--- src/rtl/mem_access_unit.sv ---
// Responder for data-memory accesses: lane steering, load extension,
// datapath stall, alignment checking and bus timeout.
module mem_access_unit #(
    parameter int unsigned TIMEOUT = 255
) (
    input  logic        clk,
    input  logic        reset,
    input  logic        mem_read,
    input  logic        mem_write,
    input  logic [1:0]  size,
    input  logic        load_unsigned,
    input  logic [31:0] addr,
    input  logic [31:0] wdata,
    output logic [31:0] rdata,
    output logic        stall,
    output logic        misalign_err,
    output logic        bus_err,
    output logic        bus_req,
    output logic        bus_we,
    output logic [31:0] bus_addr,
    output logic [3:0]  bus_be,
    output logic [31:0] bus_wdata,
    input  logic        bus_ack,
    input  logic [31:0] bus_rdata
);

    typedef enum logic [1:0] {
        IDLE = 2'd0,
        BUSY = 2'd1,
        DONE = 2'd2
    } state_t;

    localparam logic [7:0] TMO_LAST = 8'(TIMEOUT - 1);

    state_t      state_q, state_d;
    logic [7:0]  cnt_q, cnt_d;
    logic [31:0] baddr_q, baddr_d;
    logic [1:0]  lane_q, lane_d;
    logic [1:0]  size_q, size_d;
    logic        uns_q, uns_d;
    logic        we_q, we_d;
    logic [3:0]  be_q, be_d;
    logic [31:0] bwd_q, bwd_d;
    logic [31:0] rdata_q, rdata_d;
    logic        berr_q, berr_d;

    logic        req;
    logic        legal;
    logic [3:0]  be_c;
    logic [31:0] wd_c;
    logic [7:0]  rbyte;
    logic [15:0] rhalf;
    logic [31:0] ext;

    always_comb begin
        req = mem_read | mem_write;
        legal = 1'b0;
        be_c = 4'b0000;
        wd_c = 32'h0;
        case (size)
            2'b00: begin
                legal = 1'b1;
                be_c = 4'b0001 << addr[1:0];
                wd_c = {4{wdata[7:0]}};
            end
            2'b01: begin
                legal = ~addr[0];
                be_c = 4'b0011 << {addr[1], 1'b0};
                wd_c = {2{wdata[15:0]}};
            end
            2'b11: begin
                legal = (addr[1:0] == 2'b00);
                be_c = 4'b1111;
                wd_c = wdata;
            end
            default: legal = 1'b0;
        endcase
    end

    always_comb begin
        rbyte = 8'h0;
        case (lane_q)
            2'd0: rbyte = bus_rdata[7:0];
            2'd1: rbyte = bus_rdata[15:8];
            2'd2: rbyte = bus_rdata[23:16];
            default: rbyte = bus_rdata[31:24];
        endcase
        rhalf = lane_q[1] ? bus_rdata[31:16] : bus_rdata[15:0];
        ext = bus_rdata;
        if (size_q == 2'b00)
            ext = uns_q ? {24'h0, rbyte} : {{24{rbyte[7]}}, rbyte};
        else if (size_q == 2'b01)
            ext = uns_q ? {16'h0, rhalf} : {{16{rhalf[15]}}, rhalf};
    end

    always_comb begin
        state_d = state_q;
        cnt_d = cnt_q;
        baddr_d = baddr_q;
        lane_d = lane_q;
        size_d = size_q;
        uns_d = uns_q;
        we_d = we_q;
        be_d = be_q;
        bwd_d = bwd_q;
        rdata_d = rdata_q;
        berr_d = 1'b0;
        case (state_q)
            IDLE: begin
                if (req && legal) begin
                    state_d = BUSY;
                    cnt_d = 8'd0;
                    baddr_d = {addr[31:2], 2'b00};
                    lane_d = addr[1:0];
                    size_d = size;
                    uns_d = load_unsigned;
                    we_d = mem_write;
                    be_d = be_c;
                    bwd_d = wd_c;
                end
            end
            BUSY: begin
                cnt_d = cnt_q + 8'd1;
                if (bus_ack) begin
                    if (!we_q)
                        rdata_d = ext;
                    state_d = DONE;
                end else if (cnt_q == TMO_LAST) begin
                    berr_d = 1'b1;
                    rdata_d = 32'h0;
                    state_d = DONE;
                end
            end
            default: state_d = IDLE;
        endcase
    end

    always_ff @(posedge clk) begin
        if (reset) begin
            state_q <= IDLE;
            cnt_q <= 8'd0;
            baddr_q <= 32'h0;
            lane_q <= 2'b00;
            size_q <= 2'b00;
            uns_q <= 1'b0;
            we_q <= 1'b0;
            be_q <= 4'b0000;
            bwd_q <= 32'h0;
            rdata_q <= 32'h0;
            berr_q <= 1'b0;
        end else begin
            state_q <= state_d;
            cnt_q <= cnt_d;
            baddr_q <= baddr_d;
            lane_q <= lane_d;
            size_q <= size_d;
            uns_q <= uns_d;
            we_q <= we_d;
            be_q <= be_d;
            bwd_q <= bwd_d;
            rdata_q <= rdata_d;
            berr_q <= berr_d;
        end
    end

    // A rejected access retires with a zero load result.
    always_comb begin
        bus_req = !reset && (state_q == BUSY);
        misalign_err = !reset && (state_q == IDLE) && req && !legal;
        stall = !reset && ((state_q == BUSY) ||
                ((state_q == IDLE) && req && legal));
        rdata = misalign_err ? 32'h0 : rdata_q;
        bus_err = berr_q;
        bus_we = we_q;
        bus_addr = baddr_q;
        bus_be = be_q;
        bus_wdata = bwd_q;
    end

endmodule
--- config.mk ---
export PLATFORM = sky130hd
export DESIGN_NAME = mem_access_unit
export DESIGN_NICKNAME = d
export VERILOG_FILES = /design/src/rtl/mem_access_unit.sv
export SDC_FILE = /design/constraint.sdc
export NUM_CORES = 1
export LEC_CHECK = 0
export BUFFER_PORTS_ARGS = -buffer_cell sky130_fd_sc_hd__buf_2
export CAP_MARGIN = 0
export CORE_MARGIN = 2
export CORE_UTILIZATION = 35
export CTS_CLUSTER_DIAMETER = 50
export DETAILED_ROUTE_END_ITERATION = 8
export SETUP_SLACK_MARGIN = 0.5
export SLEW_MARGIN = 0
export SYNTH_ARGS = -nofsm -noshare
export SYNTH_HDL_FRONTEND = slang
export SYNTH_SLANG_ARGS = --single-unit
--- constraint.sdc ---
create_clock -name clk -period 1.96 [get_ports clk]
set_input_delay 0.49 -clock clk [delete_from_list [all_inputs] [get_ports clk]]
set_output_delay 0.49 -clock clk [all_outputs]
set_load 0.03 [all_outputs]
==> out/summary.txt, run 1 <==
Comb power frac = 28.2%
Final net count = 980
Worst Reg-to-Reg Cells = 9
Final max-slew violation count = 0
Worst Setup Path Type = in -> out
Wire per inst = 18.9 microns
CTS Buf Count = 17
Post-Syn Area per Cell = 8.51 sq um
CTS tree = yes
Int Pwr = 5.45 mW
Metal3 WL = 1.35 mm
Final WS setup = -205 ps
Max-Cap Viols = 0
Synth Area in Adders = 0.479%
Fill count = 1084
Yosys warning total = 0
H-tree depth = 4
Setup crit end kind = output port
Setup slack, reg-to-reg = -110 ps
GRT Util Overall = 21.8%
Pleak = 4.14 nW
Die Area = 15900 sq um
Post-synth top cells = dfxtp_1 (115), nand2_1 (95), a21oi_1 (83)
Total clock sinks = 115
Fraction of layout cells with a size suffix above 1 = 66.3%
Maximum number of pins on one net before global-route repair = 67
Max_slew headroom = 32.8%
Grt ovf = 0
Synth area leaders = dfxtp_1 (44%), a21oi_1 (7.9%), nand2_1 (6.8%)
Initial Util = 36.0%
Hold Crit Endpoint = bus_addr[16]
Routed vias = 5948
Crit Reg-Reg Endpoint = bus_wdata[9]
Ys flop type = dfxtp_1
Post-synthesis xor/xnor area fraction = 0%
RSZ-0062 raised after global routing = yes
Clock-pin transition on the worst setup and hold timing paths = 60 ps
Initial antenna violation count = 0
Mux cell area share after synthesis = 4.93%
Mapped Cells = 614
Port-buffer cells = 206
Top cell type's share of synthesized area = 44.1%
First-pass GRT wire length = 28.2 mm
CP Data Required Time = 1470 ps
Post-layout min period = 2160 ps
FP Rows = 44
I/O pin cnt = 209
HP Start = addr[16]
Vias/cell = 5.55
Seq/Total Area, Yosys = 44.1%
Post-Synth Simple-Gate Area = 21.2%
Largest family of logic cells by synthesized area = compound AO/OA/AOI/OAI gates
Dpl cell area = 6810 sq um
Routed Antenna Nets = 0
Clk buf depth = 2
Worst Path Max Fanout = 17
Worst skew pair latency = 410 ps
Worst slew pin tran = 1010 ps
Max Used Layer = met4
Dpl hpwl = 11.7 mm
Core ar. = 14500 sq um
1st-pass router iterations = 5
Worst Hold Class = in -> reg
Number of global-route vias before repair = 5620
Switching pwr = 2.53 mW
Clock power frac = 38.6%
Horiz. Die Dim = 126 microns
Area Growth Syn to Fin = 88.4%
Drt drc = 0
Routed wl met2 = 10.1 mm
Routability congestion estimate = 0.832
Seq cells post-synth = 115
PD cells = 810 nW/um^2
Failing checks = negative setup slack
Area leader, netlist = dfxtp_1
Drt initial violations = 312
Number of synthesized flops with an enable pin = 0
Final Cell Area = 9850 sq um
Final Cycle Share = 110%
Final hold violations = 0
Count of cell types in the netlist = 50
Routed WL = 20.2 mm
Status = finished with violations
Clk_skew = 6.31 ps
Switching Fraction = 31.7%
Type of origin of the critical path = primary input
Hold depth = 3
Die height = 126 microns
Routed length on met1 = 8.14 mm
Top-count cell post-synth = dfxtp_1
CTS root buffer = clkbuf_16
Fraction of registers with async set/reset = 0%
Ant diodes = 0
CP startpoint = size[0]
Final setup viols = 64
Max Freq = 462 MHz
Sequential share of power = 33.2%
Hold_ws = 322 ps
Synthesized area = 5230 sq um
Peak supply drop = 577 uV
Worst Path Arrival = 1670 ps
Post-synthesis compound-gate area fraction = 23.7%
Reg-to-Reg Start = state_q[0]
worst max-delay path by stage:
| stage | cells after the start | endpoint |
|---|---|---|
| final | 8 | rdata[7] |
| after global routing | 6 | rdata[10] |
| after CTS | 4 | rdata[6] |
| after detailed placement | 6 | bus_be[3] |
| after global placement | 6 | bus_be[3] |
| after floorplan | 5 | stall |
power groups by stage:
stage	combinational [mW]	clock (mW)	sequential, mW
2_1_floorplan	0.716	0	2.83
4_1_cts	1.71	3.12	2.59
3_5_place_dp	1.41	0	2.63
3_3_place_gp	1.39	0	2.63
5_1_grt	2.37	3.26	2.66
6_report	2.25	3.08	2.64
stage by stage:
step                power [mW]  worst slack, ps  setup TNS (ps)  cells  util [%]
floorplan                 3.55            -69.1           -1520    615         -
global placement          4.01             -125           -4490    989      46.8
detailed placement        4.04             -173           -7210    989      46.8
CTS                       7.42             -183           -5430   1043      56.6
global route              8.29             -276          -11460   1071      67.8
finish                    7.97             -205           -7480   1071      67.8
per-layer routing:
layer	vias up	GRT usage, %
met1	2886	27.0
met3	55	6.07
met2	275	35.9
li1	2732	-
met5	-	0
met4	0	8.47
critical path: stages:
cell	delay [ps]
buf_2	130
and2_4	170
a21oi_2	50
nor4_4	230
buf_6	180
buf_12	160
nor2b_1	60
buf_4	160
cell type report:
type                            count  area [sq um]  area share (%)
Clock buffer                       18           439            4.46
Clock inverter                     14           156            1.59
Inverter                           11          41.3           0.419
Multi-Input combinational cell    433          4040            41.0
Sequential cell                   115          2360            23.9
Tap cell                          184           230            2.34
Timing Repair Buffer              296          2590            26.3
registers in the layout, summed over array words and instances (netlist names):
register,flops
state_q,2
bus_wdata,32
lane_q,2
bus_addr,30
bus_we,1
size_q,2
rdata_q,32
bus_be,4
bus_err,1
cnt_q,8
uns_q,1
logic make-up after synthesis:
family,Yosys count
AO/OA/AOI/OAI,181
adder cells (fa/ha/maj),2
buffers and inverters,67
flip-flops,115
multiplexers,15
other,1
AND/OR/NAND/NOR,233
what timing repair did:
item | 4_1_cts | 5_1_grt
gates cloned | 8 | 8
setup endpoints to repair | 162 | 194
gates resized for setup | 145 | 344
setup buffers | 14 | 20
pin swaps | 12 | 120
hold buffers | 0 | 0
cell usage in the layout (no fill, tap or decap), types with 11 or more instances in the layout:
cell	netlist	final
buf_12	0	16
nand2_1	95	43
o2bb2ai_2	0	15
nor2b_1	42	30
dfxtp_1	115	74
nor2_1	40	33
buf_4	3	96
nor3_1	22	13
buf_2	17	116
a221oi_4	0	11
dfxtp_2	0	40
nand2_4	0	45
clkbuf_16	0	23
o22ai_1	15	15
a21oi_1	83	29
inv_1	11	11
a221oi_2	1	11
buf_6	1	47
a21oi_2	0	49
(Power assumes the default switching activity.)
==> run 2, diff against run 1 <==
--- a/config.mk
+++ b/config.mk
@@ -11,7 +11,6 @@
 export CORE_UTILIZATION = 35
 export CTS_CLUSTER_DIAMETER = 50
 export DETAILED_ROUTE_END_ITERATION = 8
-export SETUP_SLACK_MARGIN = 0.5
 export SLEW_MARGIN = 0
 export SYNTH_ARGS = -nofsm -noshare
 export SYNTH_HDL_FRONTEND = slang
==> run 2 against run 1 <==
- the run still ends with negative setup slack left
- utilization down 16 points
- via count down 8.9%
- clock power up 3%
- routed wire length down 18%
- final cell count down 4.4%
- hold slack worse by 8.7 ps
- total power down 10%
- critical endpoint is now rdata[20]
==> out/summary.txt, run 2 (synthesized netlist as in run 1, its figures left out) <==
Hold_ws = 313 ps
GRT Util Overall = 20.0%
Initial antenna violation count = 1
Final max-slew violation count = 0
CP Data Required Time = 1470 ps
Final WS setup = -302 ps
Worst stage delay on the critical path = 330 ps
Peak supply drop = 522 uV
Max-Cap Viols = 0
H-tree depth = 4
Maximum number of pins on one net before global-route repair = 46
CP Cell Sequence = o21bai_1 > buf_4 > nor4_4 > buf_6 > clkbuf_16 > nor2b_1 > buf_4
Reg-to-Reg Start = state_q[0]
First-pass GRT wire length = 25.7 mm
Most frequent CP cell = buf_4
Number of global-route vias before repair = 5159
Wire per inst = 16.1 microns
Final hold violations = 0
Hold depth = 3
Die Area = 15900 sq um
Final net count = 933
Worst Path Arrival = 1770 ps
Layout Utilization = 51.7%
Worst slew pin tran = 598 ps
CP max stage cell = dfxtp_2
Grt ovf = 0
Area Growth Syn to Fin = 43.8%
Drt drc = 0
HP Start = addr[16]
RSZ-0062 raised after global routing = yes
Worst Path Buf+Inv = 4
Pleak = 3.31 nW
Routed vias = 5419
Worst Path Max Fanout = 8
Ant diodes = 0
CTS tree = yes
Clock-pin transition on the worst setup and hold timing paths = 60 ps
1st-pass router iterations = 7
Post-layout min period = 2260 ps
Setup slack, reg-to-reg = 100 ps
Clk buf depth = 2
Max Freq = 442 MHz
Routed WL = 16.5 mm
Clk_skew = 10.2 ps
CTS Hold Bufs = 0
Most common cell after layout, fill and taps aside = buf_2
Power, Total = 7.18 mW
Drt initial violations = 292
Crit Reg-Reg Endpoint = bus_be[1]
Status = finished with violations
Port-buffer cells = 206
Final Cycle Share = 115%
I/O pin cnt = 209
Die height = 126 microns
Largest delay share family, worst path = buffers and inverters
Final setup viols = 34
Worst Setup Path Type = reg -> out
Routability congestion estimate = 0.855
Most frequent cells in the layout = buf_2 (171), dfxtp_1 (113), nand2_1 (95), a21oi_1 (82), buf_4 (56)
CTS root buffer = clkbuf_16
Type of origin of the critical path = flip-flop
PD cells = 955 nW/um^2
Hold Crit Endpoint = bus_addr[16]
Worst skew pair latency = 410 ps
Routed Antenna Nets = 0
CTS Buf Count = 17
Failing checks = negative setup slack
Vias/cell = 5.29
Total clock sinks = 115
Core ar. = 14500 sq um
Initial Util = 36.0%
Fraction of layout cells with a size suffix above 1 = 38.0%
FP Rows = 44
Place WS = -211 ps
Max_slew headroom = 60.1%
Worst Hold Class = in -> reg
Horiz. Die Dim = 126 microns
Setup crit end kind = output port
Dpl hpwl = 11.7 mm
Worst Reg-to-Reg Cells = 6
Sum Neg Setup Slack = -9050 ps
==> run 2: cell types whose count changed in the layout (fill, tap and decap cells not counted), sizes merged <==
cell,previous run,this run
buf,285,248
bufinv,2,3
clkbuf,29,21
clkinv,6,5
clkinvlp,4,2
==> run 2: report_power, final <==
group / leakage (nW) / total (mW) / switching, mW / internal, mW
Sequential: 0.940 / 2.58 / 0.0835 / 2.49
Combinational: 2.08 / 1.44 / 0.885 / 0.556
Clock: 0.291 / 3.16 / 1.13 / 2.04
Total: 3.31 / 7.18 / 2.10 / 5.08
==> run 2: how the worst max path moves through the flow <==
stage	start	endpoint	slack, ps	cells past startpoint
6_report	state_q[0]	rdata[20]	-300	7
5_1_grt	state_q[0]	rdata[4]	-400	7
4_1_cts	state_q[0]	rdata[18]	-290	7
3_5_place_dp	size[0]	rdata[18]	-210	7
3_3_place_gp	size[0]	rdata[16]	-180	7
2_1_floorplan	addr[1]	stall	-70	5
==> run 2: area by class of cell <==
type                    count  area [sq um]
inverters                  11          41.3
clock inverters            12           155
flip-flops and latches    115          2300
well taps                 184           230
multi-input cells         433          2730
clock buffers              20           447
fillers                  1385          7020
repair buffers            249          1610
==> run 2: tightest hold or removal path, stage by stage <==
cell     delay (ps)
buf_2            90
nand2_1          40
a21oi_1          50
==> run 2: stage by stage <==
stage               area (sq um)  std cells
CTS                         7460       1022
global route                7520       1024
finish                      7520       1024
detailed placement          6680        988
floorplan                   5300        615
global placement            6680        988
==> run 2: per-layer routing <==
layer,vias up,track usage [%],wire length (microns)
li1,2620,-,-
met2,243,32.1,7580
met5,-,0,0
met4,0,5.24,191
met3,21,6.92,1520
met1,2535,25.9,7230
==> run 2: repair_timing <==
action                     in CTS  in global routing
setup endpoints to repair      35                 35
cloned                          1                  1
setup buffers                   1                  1
pin swaps                       1                  0
resized for setup              50                  7
==> run 3, diff against run 2 <==
--- a/config.mk
+++ b/config.mk
@@ -8,9 +8,10 @@
 export BUFFER_PORTS_ARGS = -buffer_cell sky130_fd_sc_hd__buf_2
 export CAP_MARGIN = 0
 export CORE_MARGIN = 2
-export CORE_UTILIZATION = 35
+export CORE_UTILIZATION = 44
 export CTS_CLUSTER_DIAMETER = 50
 export DETAILED_ROUTE_END_ITERATION = 8
+export PLACE_DENSITY = 0.77
 export SLEW_MARGIN = 0
 export SYNTH_ARGS = -nofsm -noshare
 export SYNTH_HDL_FRONTEND = slang
==> run 3 against run 2 <==
- the flow finishes with violations (design-rule violations, negative setup slack)
- clock power down 3%
- critical path depth unchanged
- register-to-register slack about the same
- worst setup slack better by 12 ps
- sequential power about the same
- largest cell class unchanged
- largest power group unchanged
==> out/summary.txt, run 3 (synthesized netlist as in run 1, its figures left out) <==
Status = finished with violations
Failing checks = design-rule violations, negative setup slack
Core ar. = 11500 sq um
Wire per inst = 16.5 microns
Dpl hpwl = 11.2 mm
Layout Utilization = 65.2%
Peak supply drop = 658 uV
Final net count = 931
Pleak = 3.31 nW
Routed vias = 5456
Post-layout min period = 2250 ps
First-pass GRT wire length = 25.3 mm
Max Freq = 444 MHz
Initial Util = 45.4%
Initial antenna violation count = 0
Dpl cell area = 6590 sq um
CTS root buffer = clkbuf_16
Routability congestion estimate = 0.871
Worst slew pin tran = 711 ps
Fill count = 958
GRT Util Overall = 24.8%
Max-Cap Viols = 0
Final hold violations = 0
FP Rows = 39
Drt initial violations = 451
Clk buf depth = 2
Worst Path Arrival = 1760 ps
Worst Hold Class = in -> reg
1st-pass router iterations = 8
Most common cell after layout, fill and taps aside = buf_2
H-tree depth = 4
Final Cell Area = 7510 sq um
Sequential share of power = 36.2%
Vias/cell = 5.56
RSZ-0062 raised after global routing = yes
CTS tree = yes
Drt drc = 13
Horiz. Die Dim = 113 microns
Switching pwr = 2.04 mW
CP Data Required Time = 1470 ps
Final max-slew violation count = 0
Maximum number of pins on one net before global-route repair = 70
CTS Buf Count = 17
Area Growth Syn to Fin = 43.6%
Comb power frac = 20.6%
Clock-pin transition on the worst setup and hold timing paths = 50 ps
Number of global-route vias before repair = 5170
Most frequent cells in the layout = buf_2 (171), dfxtp_1 (113), nand2_1 (95), a21oi_1 (81), buf_4 (52)
Die Area = 12800 sq um
Final setup viols = 34
Ant diodes = 0
Routed Antenna Nets = 0
I/O pin cnt = 209
Die height = 113 microns
Inst Count DP = 943
Grt ovf = 0
Type of origin of the critical path = flip-flop
Routed WL = 16.2 mm
Worst Setup Path Type = reg -> out
PD cells = 949 nW/um^2
Max_slew headroom = 52.6%
Worst skew pair latency = 420 ps
Total clock sinks = 115
Final Instance Count excl. Fillers = 981
Worst Path Max Fanout = 9
Final WS setup = -291 ps
Clk_skew = 14.9 ps
Port-buffer cells = 206
Fraction of layout cells with a size suffix above 1 = 37.8%
Int Pwr = 5.08 mW
Final Cycle Share = 115%
Setup crit end kind = output port
Clock power frac = 43.2%
Switching Fraction = 28.6%
## run 3: cell count changes in the layout (fill, tap and decap cells not counted), moves of 2 or more
| cell | before | now |
|---|---|---|
| nor2b_2 | 9 | 2 |
| buf_4 | 56 | 52 |
| clkinv_2 | 3 | 5 |
| nor2b_4 | 2 | 9 |
| clkinvlp_4 | 2 | 0 |
| inv_6 | 2 | 0 |
| clkbuf_1 | 2 | 4 |
## run 3: cell type report
| class | count | area, sq um | share of cell area [%] |
|---|---|---|---|
| clock buffer | 22 | 454 | 6.05 |
| clock inverter | 10 | 133 | 1.77 |
| inverter | 11 | 41.3 | 0.550 |
| multi-input combinational | 433 | 2780 | 37.1 |
| sequential | 115 | 2310 | 30.7 |
| tap | 143 | 179 | 2.38 |
| timing repair buffer | 247 | 1610 | 21.5 |
## run 3: critical path, cell delays in order, from the launching register on
cell	delay, ps
dfxtp_2	320
o21bai_4	170
buf_6	120
nor4_4	140
buf_6	210
buf_12	150
nor2b_1	60
buf_4	170
## run 3: stage by stage
step | power, mW | hold slack (ps) | setup WS (ps) | setup TNS, ps
final | 7.13 | 311 | -291 | -9180
after floorplan | 3.50 | 419 | -69.4 | -1910
after global placement | 3.95 | 437 | -168 | -7480
after detailed placement | 3.99 | 440 | -221 | -10570
after global routing | 7.42 | 298 | -382 | -12270
after CTS | 7.15 | 297 | -300 | -8650
## run 3: per-layer routing
metal  vias up  part of all wire (%)  global-route usage [%]  wire [microns]
met1      2523                    41                    31.4            6690
met2       279                    47                    39.0            7680
met3        33                   9.1                    8.14            1470
met5         -                     0                       0               0
met4         0                   2.3                    10.7             380
li1       2621                     -                       -               -
## run 3: final timing paths
check / start / endpoint / slack (ps) / depth (start not counted)
min reg2reg: bus_addr[9] / bus_addr[9] / 450 / 2
min: addr[16] / bus_addr[16] / 310 / 3
max: state_q[0] / rdata[12] / -290 / 7
max reg2reg: state_q[0] / bus_addr[5] / 110 / 9
## run 3: power groups by stage
stage | clock network (mW) | registers [mW] | logic [mW]
floorplan | 0 | 2.83 | 0.673
global placement | 0 | 2.62 | 1.33
detailed placement | 0 | 2.62 | 1.36
CTS | 3.13 | 2.58 | 1.44
global route | 3.25 | 2.60 | 1.57
finish | 3.08 | 2.58 | 1.47
## run 3: repair_timing
item                       in CTS  in global routing
resized for setup              67                  5
setup endpoints to repair      35                 35
cloned                          2                  1
pin swaps                       1                  1
setup buffers                   2                  1
hold buffers                    0                  0
